[config.mk]
export PLATFORM = sky130hd
export DESIGN_NAME = pe_command_sequencer_flat
export DESIGN_NICKNAME = d
export VERILOG_FILES = /design/src/rtl/pe_command_sequencer_if.sv /design/src/rtl/pe_command_sequencer.sv /design/src/flat_wrapper.sv
export SDC_FILE = /design/constraint.sdc
export NUM_CORES = 1
export LEC_CHECK = 0
export ABC_AREA = 1
export BUFFER_PORTS_ARGS = -buffer_cell sky130_fd_sc_hd__buf_2
export CAP_MARGIN = 20
export CORE_UTILIZATION = 35
export DETAILED_ROUTE_END_ITERATION = 6
export PLACE_DENSITY = 0.57
export SETUP_SLACK_MARGIN = 0.3
export SLEW_MARGIN = 15
export SYNTH_ARGS = -nofsm -noshare
export SYNTH_HDL_FRONTEND = slang
export SYNTH_SLANG_ARGS = --single-unit
[constraint.sdc]
create_clock -name CLK -period 3.9 [get_ports CLK]
set_input_delay 0.585 -clock CLK [delete_from_list [all_inputs] [get_ports CLK]]
set_output_delay 0.585 -clock CLK [all_outputs]
set_load 0.02 [all_outputs]
[src/rtl/pe_command_sequencer_if.sv]
// pe_command_sequencer_if
//   Boundary bus between the command sequencer and the message_passer PE array.
//   Ports / signals:
//     pe_ready            AND of all PE ready outputs (array -> sequencer)
//     pe_ack              ack to all PEs (sequencer -> array)
//     command_to_execute  3-bit command to the PEs
//     isu/isl/isd/isr     edge-lane data to the array boundary, PRECISION bits each
//   Modports: master = sequencer side, slave = PE array side.
interface pe_command_sequencer_if #(
    parameter int unsigned PRECISION = 8
);
    logic                 pe_ready;
    logic                 pe_ack;
    logic [2:0]           command_to_execute;
    logic [PRECISION-1:0] isu;
    logic [PRECISION-1:0] isl;
    logic [PRECISION-1:0] isd;
    logic [PRECISION-1:0] isr;

    modport master (
        input  pe_ready,
        output pe_ack,
        output command_to_execute,
        output isu,
        output isl,
        output isd,
        output isr
    );

    modport slave (
        output pe_ready,
        input  pe_ack,
        input  command_to_execute,
        input  isu,
        input  isl,
        input  isd,
        input  isr
    );
endinterface

[src/rtl/pe_command_sequencer.sv]
// pe_command_sequencer
//   Upstream feeder for a message_passer PE chain/mesh. Host (command, edge-data)
//   words are buffered in a DEPTH-entry FIFO and issued one at a time to the
//   PEs with the ack/ready handshake. NOP words (cmd 000) are dropped unissued.
//   Completed non-NOP operations are counted in ops_done (wrapping).
//
//   Optional feature macro: SEQ_TIMEOUT_EN
//     defined   - watchdog over REQ/EXEC; after TIMEOUT_CYCLES the op is dropped,
//                 the FSM returns to IDLE and the sticky timeout flag is set.
//     undefined - no watchdog, the FSM waits indefinitely, timeout is 0.
//
//   Ports:
//     CLK, RSTN    clock (rising edge), asynchronous active-low reset
//     in_valid     host word valid
//     in_ready     FIFO not full (registered state only)
//     in_cmd       3-bit command code
//     in_data      edge lanes {r,d,l,u}, u in the LSBs
//     pe           PE boundary bus (master modport)
//     busy         FSM not idle or FIFO not empty
//     ops_done     completed non-NOP op count
//     fifo_level   current FIFO occupancy
//     timeout      sticky watchdog flag
module pe_command_sequencer #(
    parameter int unsigned PRECISION      = 8,
    parameter int unsigned DEPTH          = 8,
    parameter int unsigned CNT_W          = 16,
    parameter int unsigned TIMEOUT_CYCLES = 255
) (
    input  logic                     CLK,
    input  logic                     RSTN,
    input  logic                     in_valid,
    output logic                     in_ready,
    input  logic [2:0]               in_cmd,
    input  logic [4*PRECISION-1:0]   in_data,
    pe_command_sequencer_if.master   pe,
    output logic                     busy,
    output logic [CNT_W-1:0]         ops_done,
    output logic [$clog2(DEPTH):0]   fifo_level,
    output logic                     timeout
);

    localparam int unsigned AW = $clog2(DEPTH);
    localparam int unsigned LW = AW + 1;
    localparam int unsigned DW = 4 * PRECISION;
    localparam int unsigned WW = 3 + DW;

    typedef enum logic [1:0] {
        IDLE,
        REQ,
        EXEC
    } state_t;

    // ------------------------------------------------------------------
    // FIFO
    // ------------------------------------------------------------------
    logic [WW-1:0] mem [DEPTH];
    logic [AW-1:0] wr_ptr;
    logic [AW-1:0] rd_ptr;
    logic [LW-1:0] count;
    logic          full;
    logic          empty;
    logic          push;
    logic          pop;
    logic [WW-1:0] head;
    logic [2:0]    head_cmd;
    logic [DW-1:0] head_data;

    // Fullness is taken from the registered count only, so a push is refused
    // while full even if a pop happens in the same cycle.
    assign full      = (count == LW'(DEPTH));
    assign empty     = (count == '0);
    assign push      = in_valid && !full;
    assign head      = mem[rd_ptr];
    assign head_cmd  = head[WW-1 -: 3];
    assign head_data = head[DW-1:0];

    always_ff @(posedge CLK) begin
        if (push) begin
            mem[wr_ptr] <= {in_cmd, in_data};
        end
    end

    always_ff @(posedge CLK or negedge RSTN) begin
        if (!RSTN) begin
            wr_ptr <= '0;
            rd_ptr <= '0;
            count  <= '0;
        end else begin
            if (push) begin
                wr_ptr <= wr_ptr + AW'(1);
            end
            if (pop) begin
                rd_ptr <= rd_ptr + AW'(1);
            end
            case ({push, pop})
                2'b10:   count <= count + LW'(1);
                2'b01:   count <= count - LW'(1);
                default: count <= count;
            endcase
        end
    end

    // ------------------------------------------------------------------
    // Sequencer FSM
    // ------------------------------------------------------------------
    state_t            state_q;
    state_t            state_d;
    logic              start;   // non-NOP popped, enter REQ
    logic              launch;  // PEs dropped ready, drive the command
    logic              finish;  // PEs raised ready, op complete
    logic              expire;  // watchdog fired
    logic              wd_hit;

    logic [2:0]        hold_cmd;
    logic [DW-1:0]     hold_data;
    logic              ack_q;
    logic [2:0]        cmd_q;
    logic [DW-1:0]     lanes_q;
    logic [CNT_W-1:0]  ops_q;

    always_ff @(posedge CLK or negedge RSTN) begin
        if (!RSTN) begin
            state_q <= IDLE;
        end else begin
            state_q <= state_d;
        end
    end

    always_comb begin
        state_d = state_q;
        pop     = 1'b0;
        start   = 1'b0;
        launch  = 1'b0;
        finish  = 1'b0;
        expire  = 1'b0;
        case (state_q)
            IDLE: begin
                if (!empty) begin
                    pop = 1'b1;
                    if (head_cmd != 3'b000) begin
                        start   = 1'b1;
                        state_d = REQ;
                    end
                end
            end
            REQ: begin
                if (wd_hit) begin
                    expire  = 1'b1;
                    state_d = IDLE;
                end else if (!pe.pe_ready) begin
                    launch  = 1'b1;
                    state_d = EXEC;
                end
            end
            EXEC: begin
                if (wd_hit) begin
                    expire  = 1'b1;
                    state_d = IDLE;
                end else if (pe.pe_ready) begin
                    finish  = 1'b1;
                    state_d = IDLE;
                end
            end
            default: begin
                state_d = IDLE;
            end
        endcase
    end

    always_ff @(posedge CLK or negedge RSTN) begin
        if (!RSTN) begin
            hold_cmd  <= '0;
            hold_data <= '0;
            ack_q     <= 1'b0;
            cmd_q     <= '0;
            lanes_q   <= '0;
            ops_q     <= '0;
        end else begin
            if (pop) begin
                hold_cmd  <= head_cmd;
                hold_data <= head_data;
            end
            if (start) begin
                ack_q <= 1'b1;
            end else if (launch || expire) begin
                ack_q <= 1'b0;
            end
            // Lanes are only reloaded on issue; they keep their value after
            // completion so the array boundary stays stable between ops.
            if (launch) begin
                cmd_q   <= hold_cmd;
                lanes_q <= hold_data;
            end else if (finish || expire) begin
                cmd_q <= '0;
            end
            if (finish) begin
                ops_q <= ops_q + CNT_W'(1);
            end
        end
    end

    // ------------------------------------------------------------------
    // Watchdog
    // ------------------------------------------------------------------
`ifdef SEQ_TIMEOUT_EN
    localparam int unsigned TW = (TIMEOUT_CYCLES < 1) ? 1 : $clog2(TIMEOUT_CYCLES + 1);

    logic [TW-1:0] wd_cnt;
    logic          timeout_q;

    // Counter restarts on entry to REQ and to EXEC; the cycle in which it
    // equals the limit is the last one spent waiting.
    assign wd_hit = (state_q != IDLE) && (wd_cnt == TW'(TIMEOUT_CYCLES));

    always_ff @(posedge CLK or negedge RSTN) begin
        if (!RSTN) begin
            wd_cnt    <= '0;
            timeout_q <= 1'b0;
        end else begin
            if (start || launch) begin
                wd_cnt <= '0;
            end else if ((state_q != IDLE) && !wd_hit) begin
                wd_cnt <= wd_cnt + TW'(1);
            end
            if (expire) begin
                timeout_q <= 1'b1;
            end
        end
    end

    assign timeout = timeout_q;
`else
    assign wd_hit  = 1'b0;
    assign timeout = 1'b0;
`endif

    // ------------------------------------------------------------------
    // Outputs
    // ------------------------------------------------------------------
    assign in_ready              = !full;
    assign fifo_level            = count;
    assign busy                  = (state_q != IDLE) || !empty;
    assign ops_done              = ops_q;
    assign pe.pe_ack             = ack_q;
    assign pe.command_to_execute = cmd_q;
    assign pe.isu                = lanes_q[0*PRECISION +: PRECISION];
    assign pe.isl                = lanes_q[1*PRECISION +: PRECISION];
    assign pe.isd                = lanes_q[2*PRECISION +: PRECISION];
    assign pe.isr                = lanes_q[3*PRECISION +: PRECISION];

endmodule

[src/flat_wrapper.sv]
// flat-port wrapper written by rule: the top's interface ports become plain ports
module pe_command_sequencer_flat 
#(
    parameter int unsigned PRECISION      = 8,
    parameter int unsigned DEPTH          = 8,
    parameter int unsigned CNT_W          = 16,
    parameter int unsigned TIMEOUT_CYCLES = 255
)
  (CLK, RSTN, in_valid, in_ready, in_cmd, in_data, busy, ops_done, fifo_level, timeout, pe_pe_ready, pe_pe_ack, pe_command_to_execute, pe_isu, pe_isl, pe_isd, pe_isr);
  pe_command_sequencer_if #(.PRECISION(PRECISION)) pe_i ();
  input  logic CLK;
  input  logic RSTN;
  input  logic in_valid;
  output logic in_ready;
  input  logic [2:0] in_cmd;
  input  logic [4*PRECISION-1:0] in_data;
  output logic busy;
  output logic [CNT_W-1:0] ops_done;
  output logic [$clog2(DEPTH):0] fifo_level;
  output logic timeout;
  input wire logic [$bits(pe_i.pe_ready)-1:0] pe_pe_ready;
  output wire logic [$bits(pe_i.pe_ack)-1:0] pe_pe_ack;
  output wire logic [$bits(pe_i.command_to_execute)-1:0] pe_command_to_execute;
  output wire logic [$bits(pe_i.isu)-1:0] pe_isu;
  output wire logic [$bits(pe_i.isl)-1:0] pe_isl;
  output wire logic [$bits(pe_i.isd)-1:0] pe_isd;
  output wire logic [$bits(pe_i.isr)-1:0] pe_isr;
  assign pe_i.pe_ready = pe_pe_ready;
  assign pe_pe_ack = pe_i.pe_ack;
  assign pe_command_to_execute = pe_i.command_to_execute;
  assign pe_isu = pe_i.isu;
  assign pe_isl = pe_i.isl;
  assign pe_isd = pe_i.isd;
  assign pe_isr = pe_i.isr;
  pe_command_sequencer #(.PRECISION(PRECISION), .DEPTH(DEPTH), .CNT_W(CNT_W), .TIMEOUT_CYCLES(TIMEOUT_CYCLES)) u_core (.CLK(CLK), .RSTN(RSTN), .in_valid(in_valid), .in_ready(in_ready), .in_cmd(in_cmd), .in_data(in_data), .pe(pe_i), .busy(busy), .ops_done(ops_done), .fifo_level(fifo_level), .timeout(timeout));
endmodule
Yosys cells after proc, flatten, opt, wreduce, memory -nomap -nowiden. Memories as Yosys holds them, arrays and structs flattened. Index checks and enable logic that the tools add are counted.

Multiplexer cells: 21. $mul: 0. Equality and inequality tests: 9. Shifts and indexed selects: 0. Add/subtract/negate cells: 5. Reductions and logical operators: 12. Magnitude comparators: 0. Bitwise operators: 0. Divide/modulo/power cells: 0.

Operators with widths (number): adder 16 x 1 -> 16 bit, second input constant (1); 2-to-1 mux 1 bit (13); 2-to-1 mux 2 bit (4); one-hot mux 4 bit (2 select lines) (1); nonzero test 2 bit (4); adder 3 x 1 -> 3 bit, second input constant (2); 2-to-1 mux 3 bit (2); inequality test 2 bit, second input constant (3); one-hot mux 2 bit (3 select lines) (1); adder 4 x 1 -> 4 bit, second input constant (1); equality test 2 x 1 -> 1 bit, second input constant (2); equality test 2 bit, second input constant (2); equality test 4 bit, second input constant (1); zero test 4 bit (1); AND reduction 4 bit (1); subtractor 4 x 1 -> 4 bit, second input constant (1); nonzero test 3 bit (1); zero test 1 bit (2); zero test 2 bit (1); inequality test 2 x 1 -> 1 bit, second input constant (1); logical AND 1 bit (1); logical OR 1 bit (1).

RAM bits: 280. Output and inout port bits: 59. Bits in latches: 0. Memory bits (read-only): 0. Register bits: 99. Memories kept: 1.

Memory list: u_core.mem (words 8, bits a word 35, rd ports 1, clocked after memory_dff 0, wr ports 1, line pe_command_sequencer.sv:56) `logic [WW-1:0] mem [DEPTH];`.

Depth between registers and ports, before layout. An unclocked memory read counts as a cell.

Depth after elaboration: 6. Gate-level depth with buffers: 12. Depth with buffers taken out: 11.

Worst setup path before layout. Ideal clock, no wire load.

Kind: reg2reg. From: register u_core.count[0] (netlist: u_core.fifo_level[0]). To: memory u_core.mem[0][0] (netlist name) (enable). Data required time: 3.473 ns. Clock period less this slack: 3.229 ns. Slack: 0.671 ns. Stages on the path, launching flop included: 6. Setup time: 0.427 ns. Arrival: 2.802 ns. Cells stage by stage: dfrtp_1 nor2_1 nand3_1 nand2_1 or2_2 nor2_1.

Word-level cells in the longest chain between the ends: 5.

Ends and longest elaborated chain: start: declaration (line pe_command_sequencer.sv:59) `logic [LW-1:0] count;`; start signal: assignment (line pe_command_sequencer.sv:96) `2'b10: count <= count + LW'(1);`; start signal: assignment (line pe_command_sequencer.sv:97) `2'b01: count <= count - LW'(1);`; start signal: assignment (line pe_command_sequencer.sv:98) `default: count <= count;`; equality test 4 bit (line pe_command_sequencer.sv:70) `assign full = (count == LW'(DEPTH));`; zero test 1 bit; net in_ready (line flat_wrapper.sv:14) `output logic in_ready;`; logical AND 1 bit (line pe_command_sequencer.sv:72) `assign push = in_valid && !full;`; 2-to-1 mux 1 bit (line pe_command_sequencer.sv:78) `if (push) begin`; 2-to-1 mux 1 bit (implied by the code) (line pe_command_sequencer.sv:79) `mem[wr_ptr] <= {in_cmd, in_data};`; end: declaration (line pe_command_sequencer.sv:56).

The timed path passes the listed nets, and every way through them passes these cells.

Worst setup path after layout.
From: register u_core.count[0] (netlist: u_core.fifo_level[0]). To: memory u_core.mem[1][6] (netlist name) (enable).

Word-level cells in the longest chain between the ends: 5.

Ends and longest elaborated chain (line): equality test 4 bit (pe_command_sequencer.sv:70); zero test 1 bit (pe_command_sequencer.sv:72); logical AND 1 bit (pe_command_sequencer.sv:72); 2-to-1 mux 1 bit (pe_command_sequencer.sv:78); 2-to-1 mux 1 bit (implied by the code) (pe_command_sequencer.sv:79).

Every way passes these cells.

==> impl_metrics.json <==
{
  "outcome": "completed",
  "cts_tree": "yes",
  "layout_commonest_cell": "edfxtp_1",
  "hold_viol": 0,
  "grt_antenna_before_repair": 4,
  "routed_wl_um": 34300,
  "cts_root_buffer": "clkbuf_16",
  "firstDrtPassIters": 5,
  "fin_cells": 1869,
  "area_delta_synth_final_pct": 16.1,
  "synth_edf_count": 280,
  "final_util": 0.413,
  "fillCellCount": 3929,
  "grt_pass1_vias": 9176,
  "crit_family": "simple AND/OR/NAND/NOR gates",
  "rrSetupSlack_ns": 1.41,
  "pin_count": 98,
  "hold_slack_ns": 0.0573,
  "max_slew_margin": 0.353,
  "reg2reg_depth": 7,
  "io_buffers": 96,
  "cts.htree.levels": 2,
  "drv_cap": 0,
  "fin_area_mm2": 0.0174,
  "synth_warnings": 0,
  "slew_violations": 0,
  "cts_buffer_depth": 3,
  "clk_pin_slew_ns": 0.06,
  "clk_latency_ns": 0.54,
  "cp-start-kind": "register",
  "dr_total_vias": 9298,
  "end_kind": "register",
  "hpwl_um": 19100,
  "r2r-end": "u_core.mem[1][6]",
  "pwr-share-clk": 0.272,
  "synth_nets": 1246,
  "layout_common_cells": "280 x edfxtp_1, 215 x nor2_1, 145 x nand2_1",
  "cp.arrival_ns": 2.72,
  "rsz0062_at_grt": "false",
  "syn_avg_cell_area_um2": 12.5,
  "critPathMaxFanout": 18,
  "tightestPinTransition_ns": 0.969,
  "initial_core_util": 0.356,
  "postCtsSetupRepairBufs": 0,
  "gr-total-overflow": 0,
  "ys_seq_area_frac": 0.727,
  "drive_gt1_frac": 0.169,
  "nets": 1341,
  "dp.cells": 1792,
  "period_needed_ns": 2.49,
  "fp.coreArea_mm2": 0.0420,
  "fp.dieH_um": 209,
  "setup_tns_ns": 0,
  "clock_skew_ns": 0.0157,
  "combPwrFrac": 0.305,
  "path_class": "register to register",
  "multi_input_area_mm2": 0.00368,
  "ant_nets": 0,
  "grt_usage": 0.159,
  "netlist_area_mm2": 0.0150,
  "required_ns": 4.13,
  "cp_num_cells": 7,
  "ys_ff_latch": 379,
  "synth_ff_type": "edfxtp_1",
  "die_width_um": 209,
  "cts_resized": 0,
  "postPlaceCellArea_mm2": 0.0161,
  "routed_via_density": 4.97,
  "hold_buffers": 0,
  "synth_cells": 1201,
  "finalSetupViolCount": 0,
  "grt_max_degree": 98,
  "grt_pass1_wl_um": 53800,
  "cts.sinks": 379,
  "switching_power_mw": 4.83,
  "drt-initial-drc-count": 851,
  "leakagePower_nw": 6.54,
  "wire_per_inst_um": 18.4,
  "power_density_mw_per_mm2": 784,
  "holdCritPathClass": "primary input to async pin",
  "crit_slowest_cell": "nor2_4",
  "critical-path-top-cell-by-count": "nand2_1",
  "die_area_mm2": 0.0436,
  "switching_share": 0.354,
  "num_rows": 75,
  "async_reset_ff_frac": 0.261,
  "ys_types": 31,
  "cp-endpoint": "u_core.mem[1][6]",
  "max_clock_freq_mhz": 401,
  "p_int_mw": 8.80,
  "crit_buf_inv": 2,
  "worstSetupStartpoint": "u_core.fifo_level[0]",
  "cp_cell_sequence": "nor2_1 -> nand3_1 -> nand2_1 -> inv_1 -> nand2_1 -> nor2_4 -> buf_4",
  "r2r_start": "u_core.fifo_level[0]",
  "register_area_mm2": 0.0109,
  "drc": 0,
  "vdd_ir_drop_max_uv": 346,
  "critical_path.max_stage_delay_ns": 0.63,
  "finalCritPeriodShare": 0.639,
  "cts_buffers": 41,
  "place.gp.congestion": 0.785,
  "seqPwrFrac": 0.423
}
logic make-up after synthesis:
kind of cell | after synthesis | share of synthesized area
compound gates | 213 | 0.0820
xor+xnor | 16 | 0.00936
fa+ha+maj | 6 | 0.00501
buf+inv | 108 | 0.0325
flops | 379 | 0.727
mux | 32 | 0.0241
other cells | 1 | 0.000250
simple gates | 446 | 0.120
synth_stat cells, drive strengths merged, types with 5 or more instances:
cell type,number,area (um^2)
o21ai,147,736
o211ai,64,480
ha,6,75.1
mux2,32,360
clkbuf,26,97.6
inv,42,158
nor2,226,861
xnor2,5,43.8
buf,38,224
nand2,145,544
nand4,5,31.3
dfrtp,99,2480
nand3,66,335
edfxtp,280,8410
xor2,11,96.3
worst min path at each step:
stage | start | endpoint | slack [ns] | cells after the start
3_3_place_gp | u_core.hold_data[26] | u_core.hold_data[26] | 0.46 | 2
2_1_floorplan | RSTN | u_core.fifo_level[0] | 0.29 | 0
4_1_cts | RSTN | u_core.ops_done[13] | 0.07 | 1
5_1_grt | RSTN | u_core.ops_done[13] | 0.1 | 1
6_report | RSTN | u_core.ops_done[13] | 0.06 | 1
3_5_place_dp | u_core.hold_data[31] | u_core.hold_data[31] | 0.46 | 2
state kept, by name, indices dropped and copies added (netlist names):
| signal | flops |
|---|---|
| u_core.mem | 280 |
| u_core.hold_data | 32 |
| u_core.state_q | 2 |
| u_core.pe.pe_ack | 1 |
| u_core.fifo_level | 4 |
| u_core.pe.command_to_execute | 3 |
| u_core.lanes_q | 32 |
| u_core.rd_ptr | 3 |
| u_core.ops_done | 16 |
| u_core.wr_ptr | 3 |
| u_core.hold_cmd | 3 |
through the flow:
| step | total power [mW] | setup WS [ns] |
|---|---|---|
| after floorplan | 8.69 | 0.671 |
| after global placement | 10.0 | 1.34 |
| after detailed placement | 10.1 | 1.28 |
| after CTS | 13.8 | 1.29 |
| after global routing | 14.5 | 1.18 |
| final | 13.6 | 1.41 |
final cells by class:
class	instances	share of cell area
Timing Repair Buffer	116	0.0386
Clock buffer	67	0.0705
Clock inverter	9	0.00403
Multi-Input combinational cell	714	0.212
Tap cell	539	0.0388
Sequential cell	379	0.627
Inverter	44	0.00965
Antenna cell	1	0.000144
metal layers:
metal  global-route usage  vias to the layer above  wire length, um
met5                    0                        -               39
met3               0.0286                       55             1650
met4               0.0434                        6              595
met1                0.219                     4596            15800
li1                     -                     4428                -
met2                0.259                      213            16200
power groups by stage:
stage          sequential (mW)  clock [mW]  combinational [mW]
5_1_grt                   5.88        3.97                4.68
3_5_place_dp              5.85           0                4.23
2_1_floorplan             5.90           0                2.79
3_3_place_gp              5.83           0                4.19
6_report                  5.77        3.71                4.16
4_1_cts                   5.78        3.82                4.25
Note: power is estimated with default switching activity, not from simulation.
